===== config.mk =====
export PLATFORM = sky130hd
export DESIGN_NAME = breath_sequencer
export DESIGN_NICKNAME = d
export VERILOG_FILES = /design/src/rtl/breath_pkg.sv /design/src/rtl/breath_sequencer_btn_debounce.sv /design/src/rtl/breath_sequencer.sv
export SDC_FILE = /design/constraint.sdc
export NUM_CORES = 1
export LEC_CHECK = 0
export CORE_MARGIN = 2
export CORE_UTILIZATION = 63
export CTS_CLUSTER_SIZE = 16
export DETAILED_ROUTE_END_ITERATION = 7
export PLACE_DENSITY = 0.83
export SLEW_MARGIN = 0
export SYNTH_ARGS = -nofsm -noshare
export SYNTH_HDL_FRONTEND = slang
export SYNTH_SLANG_ARGS = --single-unit

===== constraint.sdc =====
create_clock -name clk_div_i -period 5.4 [get_ports clk_div_i]
set_input_delay 1.62 -clock clk_div_i [delete_from_list [all_inputs] [get_ports clk_div_i]]
set_output_delay 1.62 -clock clk_div_i [all_outputs]
set_load 0.05 [all_outputs]

===== src/rtl/breath_pkg.sv =====
`default_nettype none
// +--------------------------------------------------------------------+
// | breath_pkg : mode encodings and colour table for breath_sequencer   |
// | Revision   : 1.0                                                    |
// +--------------------------------------------------------------------+
package breath_pkg;

    typedef enum logic [1:0] {
        MODE_AUTO = 2'b00,
        MODE_HOLD = 2'b01,
        MODE_OFF  = 2'b10
    } mode_e;

    localparam int NUM_COLORS = 7;

    // Entry k sits at packed index k: 001, 010, 100, 011, 110, 101, 111.
    localparam logic [NUM_COLORS-1:0][2:0] COLOR_TABLE = {
        3'b111, 3'b101, 3'b110, 3'b011, 3'b100, 3'b010, 3'b001
    };

    localparam logic [2:0] RST_RGB = 3'b001;

    function automatic logic [2:0] color_lookup(input logic [2:0] idx);
        logic [2:0] rgb;
        rgb = 3'b000;
        if (idx < 3'(NUM_COLORS)) begin
            rgb = COLOR_TABLE[idx];
        end
        return rgb;
    endfunction

endpackage
`default_nettype wire


===== src/rtl/breath_sequencer_btn_debounce.sv =====
`default_nettype none
// +--------------------------------------------------------------------+
// | btn_debounce : 2-flop sync plus counter debouncer, press pulse out  |
// | Revision     : 1.0                                                  |
// +--------------------------------------------------------------------+
module btn_debounce #(
    parameter int DEBOUNCE_CYCLES = 156250,
    parameter int CNT_W           = 18
) (
    input  logic clk_div_i,
    input  logic rst_i,
    input  logic btn_i,
    output logic level_o,
    output logic press_o
);

    localparam logic [CNT_W-1:0] c_cnt_max = CNT_W'(DEBOUNCE_CYCLES - 1);

    logic             sync1_q, sync1_d;
    logic             sync2_q, sync2_d;
    logic             level_q, level_d;
    logic             press_q, press_d;
    logic [CNT_W-1:0] cnt_q,   cnt_d;

    // The counter only runs while the synchronized sample disagrees with the
    // accepted level, so any agreeing sample restarts the stability window.
    always_comb begin
        sync1_d = btn_i;
        sync2_d = sync1_q;
        level_d = level_q;
        press_d = 1'b0;
        cnt_d   = '0;
        if (sync2_q != level_q) begin
            if (cnt_q == c_cnt_max) begin
                level_d = sync2_q;
                press_d = sync2_q;
            end else begin
                cnt_d = cnt_q + CNT_W'(1);
            end
        end
    end

    always_ff @(posedge clk_div_i) begin
        if (rst_i) begin
            sync1_q <= 1'b0;
            sync2_q <= 1'b0;
            level_q <= 1'b0;
            press_q <= 1'b0;
            cnt_q   <= '0;
        end else begin
            sync1_q <= sync1_d;
            sync2_q <= sync2_d;
            level_q <= level_d;
            press_q <= press_d;
            cnt_q   <= cnt_d;
        end
    end

    assign level_o = level_q;
    assign press_o = press_q;

endmodule
`default_nettype wire


===== src/rtl/breath_sequencer.sv =====
`default_nettype none
// +--------------------------------------------------------------------+
// | breath_sequencer : mode FSM and colour sequencing for the breather  |
// | Revision         : 1.0                                              |
// +--------------------------------------------------------------------+
module breath_sequencer
    import breath_pkg::*;
#(
    parameter int DEBOUNCE_CYCLES = 156250,
    parameter int CNT_W           = 18
) (
    input  logic       clk_div_i,
    input  logic       rst_i,
    input  logic       btn_mode_i,
    input  logic       btn_next_i,
    input  logic       breath_clk_i,
    output logic [2:0] rgb_o,
    output logic [1:0] mode_o,
    output logic [2:0] color_idx_o,
    output logic       period_end_o
);

    logic       mode_press, next_press;
    logic       mode_level_unused, next_level_unused;
    logic       advance;

    logic       bsync1_q, bsync1_d;
    logic       bsync2_q, bsync2_d;
    logic       bprev_q,  bprev_d;
    logic       period_end_q, period_end_d;
    mode_e      mode_q, mode_d;
    logic [2:0] idx_q, idx_d;
    logic [2:0] rgb_q, rgb_d;

    btn_debounce #(.DEBOUNCE_CYCLES(DEBOUNCE_CYCLES), .CNT_W(CNT_W)) u_dbn_mode (
        .clk_div_i (clk_div_i),
        .rst_i     (rst_i),
        .btn_i     (btn_mode_i),
        .level_o   (mode_level_unused),
        .press_o   (mode_press)
    );

    btn_debounce #(.DEBOUNCE_CYCLES(DEBOUNCE_CYCLES), .CNT_W(CNT_W)) u_dbn_next (
        .clk_div_i (clk_div_i),
        .rst_i     (rst_i),
        .btn_i     (btn_next_i),
        .level_o   (next_level_unused),
        .press_o   (next_press)
    );

    always_comb begin
        bsync1_d     = breath_clk_i;
        bsync2_d     = bsync1_q;
        bprev_d      = bsync2_q;
        period_end_d = bsync2_q & ~bprev_q;

        mode_d = mode_q;
        if (mode_press) begin
            case (mode_q)
                MODE_AUTO: mode_d = MODE_HOLD;
                MODE_HOLD: mode_d = MODE_OFF;
                default:   mode_d = MODE_AUTO;
            endcase
        end

        // Advance is judged against the pre-transition mode.
        advance = ((mode_q == MODE_AUTO) && (period_end_q || next_press)) ||
                  ((mode_q == MODE_HOLD) && next_press);

        idx_d = idx_q;
        if (advance) begin
            idx_d = (idx_q == 3'(NUM_COLORS - 1)) ? 3'd0 : idx_q + 3'd1;
        end

        rgb_d = (mode_d == MODE_OFF) ? 3'b000 : color_lookup(idx_d);
    end

    always_ff @(posedge clk_div_i) begin
        if (rst_i) begin
            bsync1_q     <= 1'b0;
            bsync2_q     <= 1'b0;
            bprev_q      <= 1'b0;
            period_end_q <= 1'b0;
            mode_q       <= MODE_AUTO;
            idx_q        <= 3'd0;
            rgb_q        <= RST_RGB;
        end else begin
            bsync1_q     <= bsync1_d;
            bsync2_q     <= bsync2_d;
            bprev_q      <= bprev_d;
            period_end_q <= period_end_d;
            mode_q       <= mode_d;
            idx_q        <= idx_d;
            rgb_q        <= rgb_d;
        end
    end

    assign rgb_o        = rgb_q;
    assign mode_o       = mode_q;
    assign color_idx_o  = idx_q;
    assign period_end_o = period_end_q;

endmodule
`default_nettype wire


==> Yosys cells after proc, flatten, opt, wreduce, memory -nomap -nowiden <==
Memories as Yosys holds them, arrays and structs flattened.
Cells that the tools add are included.
{ "totals": {"regBits": 56, "romBits": 24, "in_bits": 5, "out_inout_bits": 9, "elab_cells": 57, "n_memories": 1} }
{ "mem_list": {"columns": ["name", "words", "width", "rd", "rd_ports_with_merged_regs", "write_ports", "line", "text"], "rows": [
  ["(no name shown)", 8, 3, 1, 0, 0, "breath_pkg.sv:27", "rgb = COLOR_TABLE[idx];"]
]} }
{ "classes": {"addsub": 3, "order_cmp": 2, "n_eq_ne": 7, "n_mux": 7, "bitwise_logic": 7, "n_reduce_logical": 12} }
{ "ops": {"columns": ["operator", "count"], "rows": [
  ["18-bit by 1-bit adder with 18-bit output, second input constant", 2],
  ["18-bit == test, second input constant", 2],
  ["3-bit OR reduction", 5],
  ["3-bit 2-to-1 mux", 3],
  ["1-bit inverter", 6],
  ["3-bit by 4-bit less-than comparator with 1-bit output, second input constant", 1],
  ["2-bit one-hot mux with 2 select lines", 1],
  ["2-bit AND reduction", 2],
  ["3-bit by 1-bit adder with 3-bit output, second input constant", 1],
  ["3-bit == test, second input constant", 1],
  ["3-bit less-than comparator, second input constant", 1],
  ["2-bit by 1-bit == test with 1-bit output, second input constant", 1],
  ["2-bit == test, second input constant", 1],
  ["1-bit logical AND", 2],
  ["2-bit zero test", 1],
  ["1-bit logical OR", 2],
  ["1-bit 2-to-1 mux", 2],
  ["2-bit 2-to-1 mux", 1],
  ["1-bit != test", 2],
  ["1-bit bitwise AND", 1]
]} }

==> Depth between registers and ports, before layout <==
{ "logic_depth": {"word_depth": 8, "depth_mapped": 9, "mapped_depth_nobuf": 8} }

==> Hierarchy <==
From an unflattened synthesis, not the netlist that was laid out.
{ "unflattened": {"cells_unflattened": 284, "hier_area_um2": 2610.0} }
{ "modules_own_cells": {"columns": ["mod", "instances", "cells_per_inst", "area_per_inst_um2"], "rows": [
  ["btn_debounce", 2, 109, 1009.7],
  ["breath_sequencer", 1, 66, 590.6]
]} }

==> Worst setup path after synthesis <==
OpenSTA, ideal clock, no wires.
{ "synth_path": {"kind": "input -> register", "startpoint": "input port rst_i", "endpoint": "register u_dbn_mode.cnt_q[2]", "t_arrival_ps": 2551, "t_required_ps": 5272, "setup_slack_ps": 2722, "path_stages": 5, "n_path_buf": 2, "cell_sequence": "clkbuf_1 -> nor2_1 -> o21ai_1 -> clkbuf_1 -> nor2_1"} }
{ "synth_via": {"elab_chain_cells": 1} }
{ "synth_rtl": {"columns": ["element", "line", "text"], "rows": [
  ["start, declared", "breath_sequencer.sv:13", "input logic rst_i,"],
  ["3-bit OR reduction (no source line)", null, null],
  ["end signal, assigned", "breath_sequencer_btn_debounce.sv:55", "cnt_q <= cnt_d;"],
  ["end, declared", "breath_sequencer_btn_debounce.sv:23", "logic [CNT_W-1:0] cnt_q, cnt_d;"]
]} }
Every way passes these cells.
A chain may end at the register's enable or synchronous reset.

==> Worst setup path after layout <==
{ "layout_path": {"startpoint": "register idx_q[2], in the netlist color_idx_o[2]", "endpoint": "output port color_idx_o[2]"} }
{ "layout_rtl": {"columns": ["element", "line", "text"], "rows": [
  ["start, declared", "breath_sequencer.sv:32", "logic [2:0] idx_q, idx_d;"],
  ["start signal, assigned", "breath_sequencer.sv:93", "idx_q <= idx_d;"],
  ["end, declared", "breath_sequencer.sv:19", "output logic [2:0] color_idx_o,"]
]} }
No word-level cell between the ends.

==> results.tsv <==
stage	metric	value	unit
route	routed via count	1928	
logic_synthesis	sequential fraction of the synthesis area	0.445	
sta	Slew @ Worst Pin	1180	ps
power	VDD IR max	0.210	mV
global_routing	vias in the first global route	1734	
power	leakage power	0.878	nW
worst_setup_path	max incr delay on CP	870	ps
worst_setup_path	worst r2r src	mode_o[0]$_SDFF_PP0_	
sta	Final TNS setup	0	ps
clocking	Skew-Pair Late Insertion Delay	310	ps
die	die area	4520	um2
sta	Slew Limit Headroom	0.207	
logic_synthesis	synth unique cells	47	
logic_synthesis	commonest register cell after synthesis	dfxtp_1	
min_path	Worst Hold Endpoint	period_end_o$_SDFF_PP0_	
clocking	clock sinks	56	
worst_setup_path	Worst Path Required	3780	ps
cells_and_area	n_diodes	0	
logic_synthesis	largest family of logic cells by synthesized area	simple AND/OR/NAND/NOR gates	
die	DIE WIDTH	67.2	um
sta	clock skew	5.71	ps
worst_setup_path	critical path arrival	1690	ps
cells_and_area	FF/Latch Area	1120	um2
logic_synthesis	Synth Area per Inst	8.93	um2
run	maxcap violations	0	
clocking	Num CTS Buffers	5	
clocking	H-tree Lvls	2	
route	ANT nets after route	0	
global_routing	first-pass GRT wire length	7650	um
sta	Max Fclk	302	MHz
logic_synthesis	Compound-Gate Fraction of Synth Area	0.0800	
sta	period utilization	0.613	
worst_setup_path	R2R cell count	8	
cells_and_area	Layout Cells excl Fill	343	
logic_synthesis	Post-Synthesis Cell Area	2520	um2
sta	setup ws final	2090	ps
sta	final hold violations	0	
placement	GP Congestion	0.791	
placement	pre-CTS setup slack	1790	ps
logic_synthesis	Synth Area in Adders	0.0248	
worst_setup_path	critical setup path kind	reg2out	
sta	RSZ-0062 raised after global routing	no	
worst_setup_path	Critical Path Fanout Max	11	
route	Routed WL	4390	um
status	status	finished clean	
cells_and_area	share of cells above drive strength 1	0.0847	
worst_setup_path	CP startpoint kind	register	
sta	minimum clock period	3310	ps
min_path	Hold/Removal Path Class	reg2reg	
logic_synthesis	post-synthesis mux area share	0.0129	
logic_synthesis	Post-Synth Simple-Gate Area	0.309	
sta	Max Transition Viols Final	0	
die	IO Pins	14	
logic_synthesis	Synth Instances	282	
cells_and_area	Multi-input gate area	1320	um2
logic_synthesis	EDFF count, synth	0	
sta	Setup violations, final	0	
die	Die Ht	67.2	um
clocking	CTS Root Cell	clkbuf_8	
clocking	Worst-path clk slew	100	ps
global_routing	largest net degree at the start of global routing	21	
worst_setup_path	Setup crit end kind	output port	
cells_and_area	FILL cells	290	
clocking	Max Buffers Root-to-Sink	2	
global_routing	initial antenna violation count	0	
route	drt pass-1 iters	4	
cells_and_area	Syn-to-layout area delta	11.3	%
worst_setup_path	r2r setup slk	3030	ps
die	Core Rows	22	
worst_setup_path	Critical-path top delay cell	clkdlybuf4s50_1	
clocking	# hold bufs at CTS	0	
clocking	TritonCTS clock tree	done	
route	via/cell ratio	5.62	
logic_synthesis	Mapped Nets	292	
placement	Port Buffers	13	
cells_and_area	Total Nets Final	304	
worst_setup_path	Top delay family on crit path	buffers and inverters	
logic_synthesis	Async SR Flop Fraction	0	
worst_setup_path	Worst R2R End	rgb_o[1]$_SDFF_PP0_	
worst_setup_path	ordered cell list for the critical path	clkdlybuf4s50_1	
route	DRT iter0 DRCs	128	
min_path	Hold Crit Depth	1	
die	core area	3740	um2
worst_setup_path	CP bufs+invs	1	
die	Starting Density	0.673	
power	PD cells	263	nW/um2
logic_synthesis	Post-Synth XOR/XNOR Area	0.0974	
placement	dpl hpwl	3000	um
global_routing	Total GRT Usage	0.221	
min_path	worst hold start	bprev_q$_SDFF_PP0_	
global_routing	total grt overflow	0	
clocking	post-cts sizing count	0	
route	drc violations	0	
route	Routed wire per std cell	12.8	um
clocking	total setup buffers inserted after CTS	0	
placement	dpl cells	335	
logic_synthesis	Yosys warning count	0	
logic_synthesis	register bit total from synthesis	56	
Yosys cell counts, drive strengths merged, types with 3 or more instances:
library cell | n | share of area
a21oi | 13 | 0.027
nor4 | 7 | 0.017
nand2 | 12 | 0.018
nor4b | 4 | 0.014
xnor2 | 18 | 0.063
clkbuf | 7 | 0.011
nor3b | 3 | 0.0089
nor3 | 7 | 0.014
inv | 10 | 0.015
o21ai | 8 | 0.016
ha | 5 | 0.025
or3 | 13 | 0.034
nor2 | 41 | 0.061
nor2b | 13 | 0.032
dfxtp | 56 | 0.45
or4 | 3 | 0.012
xor2 | 10 | 0.035
nand4 | 12 | 0.032
nand3 | 12 | 0.029
layout make-up:
cell class,instances,share of cell area
Clock buffer,7,0.0344
Clock inverter,1,0.0107
Inverter,10,0.0134
Multi-Input combinational cell,207,0.471
Sequential cell,56,0.400
Tap cell,48,0.0214
Timing Repair Buffer,14,0.0491
flip-flops by register name, summed over array words and instances, names as in the netlist, 2 cells and up:
register	cells
color_idx_o	3
mode_o	2
rgb_o	3
u_dbn_mode.cnt_q	18
u_dbn_next.cnt_q	18
cell usage in the layout (no fill, tap or decap), types with 3 or more instances in the layout:
| cell | instances |
|---|---|
| ha_1 | 5 |
| xnor2_1 | 18 |
| nor3b_1 | 3 |
| inv_1 | 10 |
| or3_2 | 4 |
| nor2b_1 | 13 |
| nor4b_1 | 4 |
| o21ai_0 | 7 |
| a21oi_1 | 12 |
| nor4_1 | 7 |
| or3_1 | 9 |
| nor3_1 | 7 |
| nand3_1 | 11 |
| clkdlybuf4s50_1 | 13 |
| dfxtp_1 | 56 |
| clkbuf_8 | 7 |
| nor2_1 | 41 |
| xor2_1 | 10 |
| nand2_1 | 12 |
| nand4_1 | 11 |
worst max-delay path by stage:
| stage | start | endpoint | slack (ps) | cells after the start |
|---|---|---|---|---|
| 3_5_place_dp | rst_i | u_dbn_mode.cnt_q[9]$_SDFF_PP0_ | 1790 | 4 |
| 2_1_floorplan | rst_i | u_dbn_mode.cnt_q[2]$_SDFF_PP0_ | 2720 | 5 |
| 3_3_place_gp | rst_i | u_dbn_mode.cnt_q[10]$_SDFF_PP0_ | 1900 | 4 |
| 6_report | color_idx_o[2]$_SDFF_PP0_ | color_idx_o[2] | 2090 | 1 |
| 4_1_cts | color_idx_o[2]$_SDFF_PP0_ | color_idx_o[2] | 2070 | 1 |
| 5_1_grt | rst_i | u_dbn_mode.cnt_q[2]$_SDFF_PP0_ | 1920 | 4 |
per-stage QoR:
step / hold WS, ps / area (um2) / total power (W) / util
detailed placement: 404 / 2680 / 0.000453 / 0.715
global route: 426 / 2800 / 0.000759 / 0.749
global placement: 374 / 2680 / 0.000452 / 0.715
finish: 416 / 2800 / 0.000737 / 0.749
floorplan: 367 / 2520 / 0.000445 / -
CTS: 417 / 2800 / 0.000741 / 0.749
per-layer routing:
layer | track usage | vias up | routed length (um)
li1 | - | 1010 | -
met1 | 0.286 | 891 | 2180
met2 | 0.361 | 20 | 2030
met3 | 0.0517 | 7 | 108
met4 | 0.0765 | 0 | 69
met5 | 0 | - | 0
logic make-up (layout without fill, tap and decap cells):
family / count (synthesis) / count (layout)
AO/OA/AOI/OAI: 32 / 32
adder cells (fa/ha/maj): 5 / 5
AND/OR/NAND/NOR: 139 / 139
buffers and inverters: 19 / 32
multiplexers: 3 / 3
XOR/XNOR: 28 / 28
flip-flops: 56 / 56
power by group:
part,leakage (nW),internal (W),switching [W]
combinational,0.360,0.0000103,0.0000135
clock,0.0645,0.000164,0.000130
sequential,0.453,0.000417,0.00000261
total,0.878,0.000591,0.000146
(Power assumes the default switching activity.)
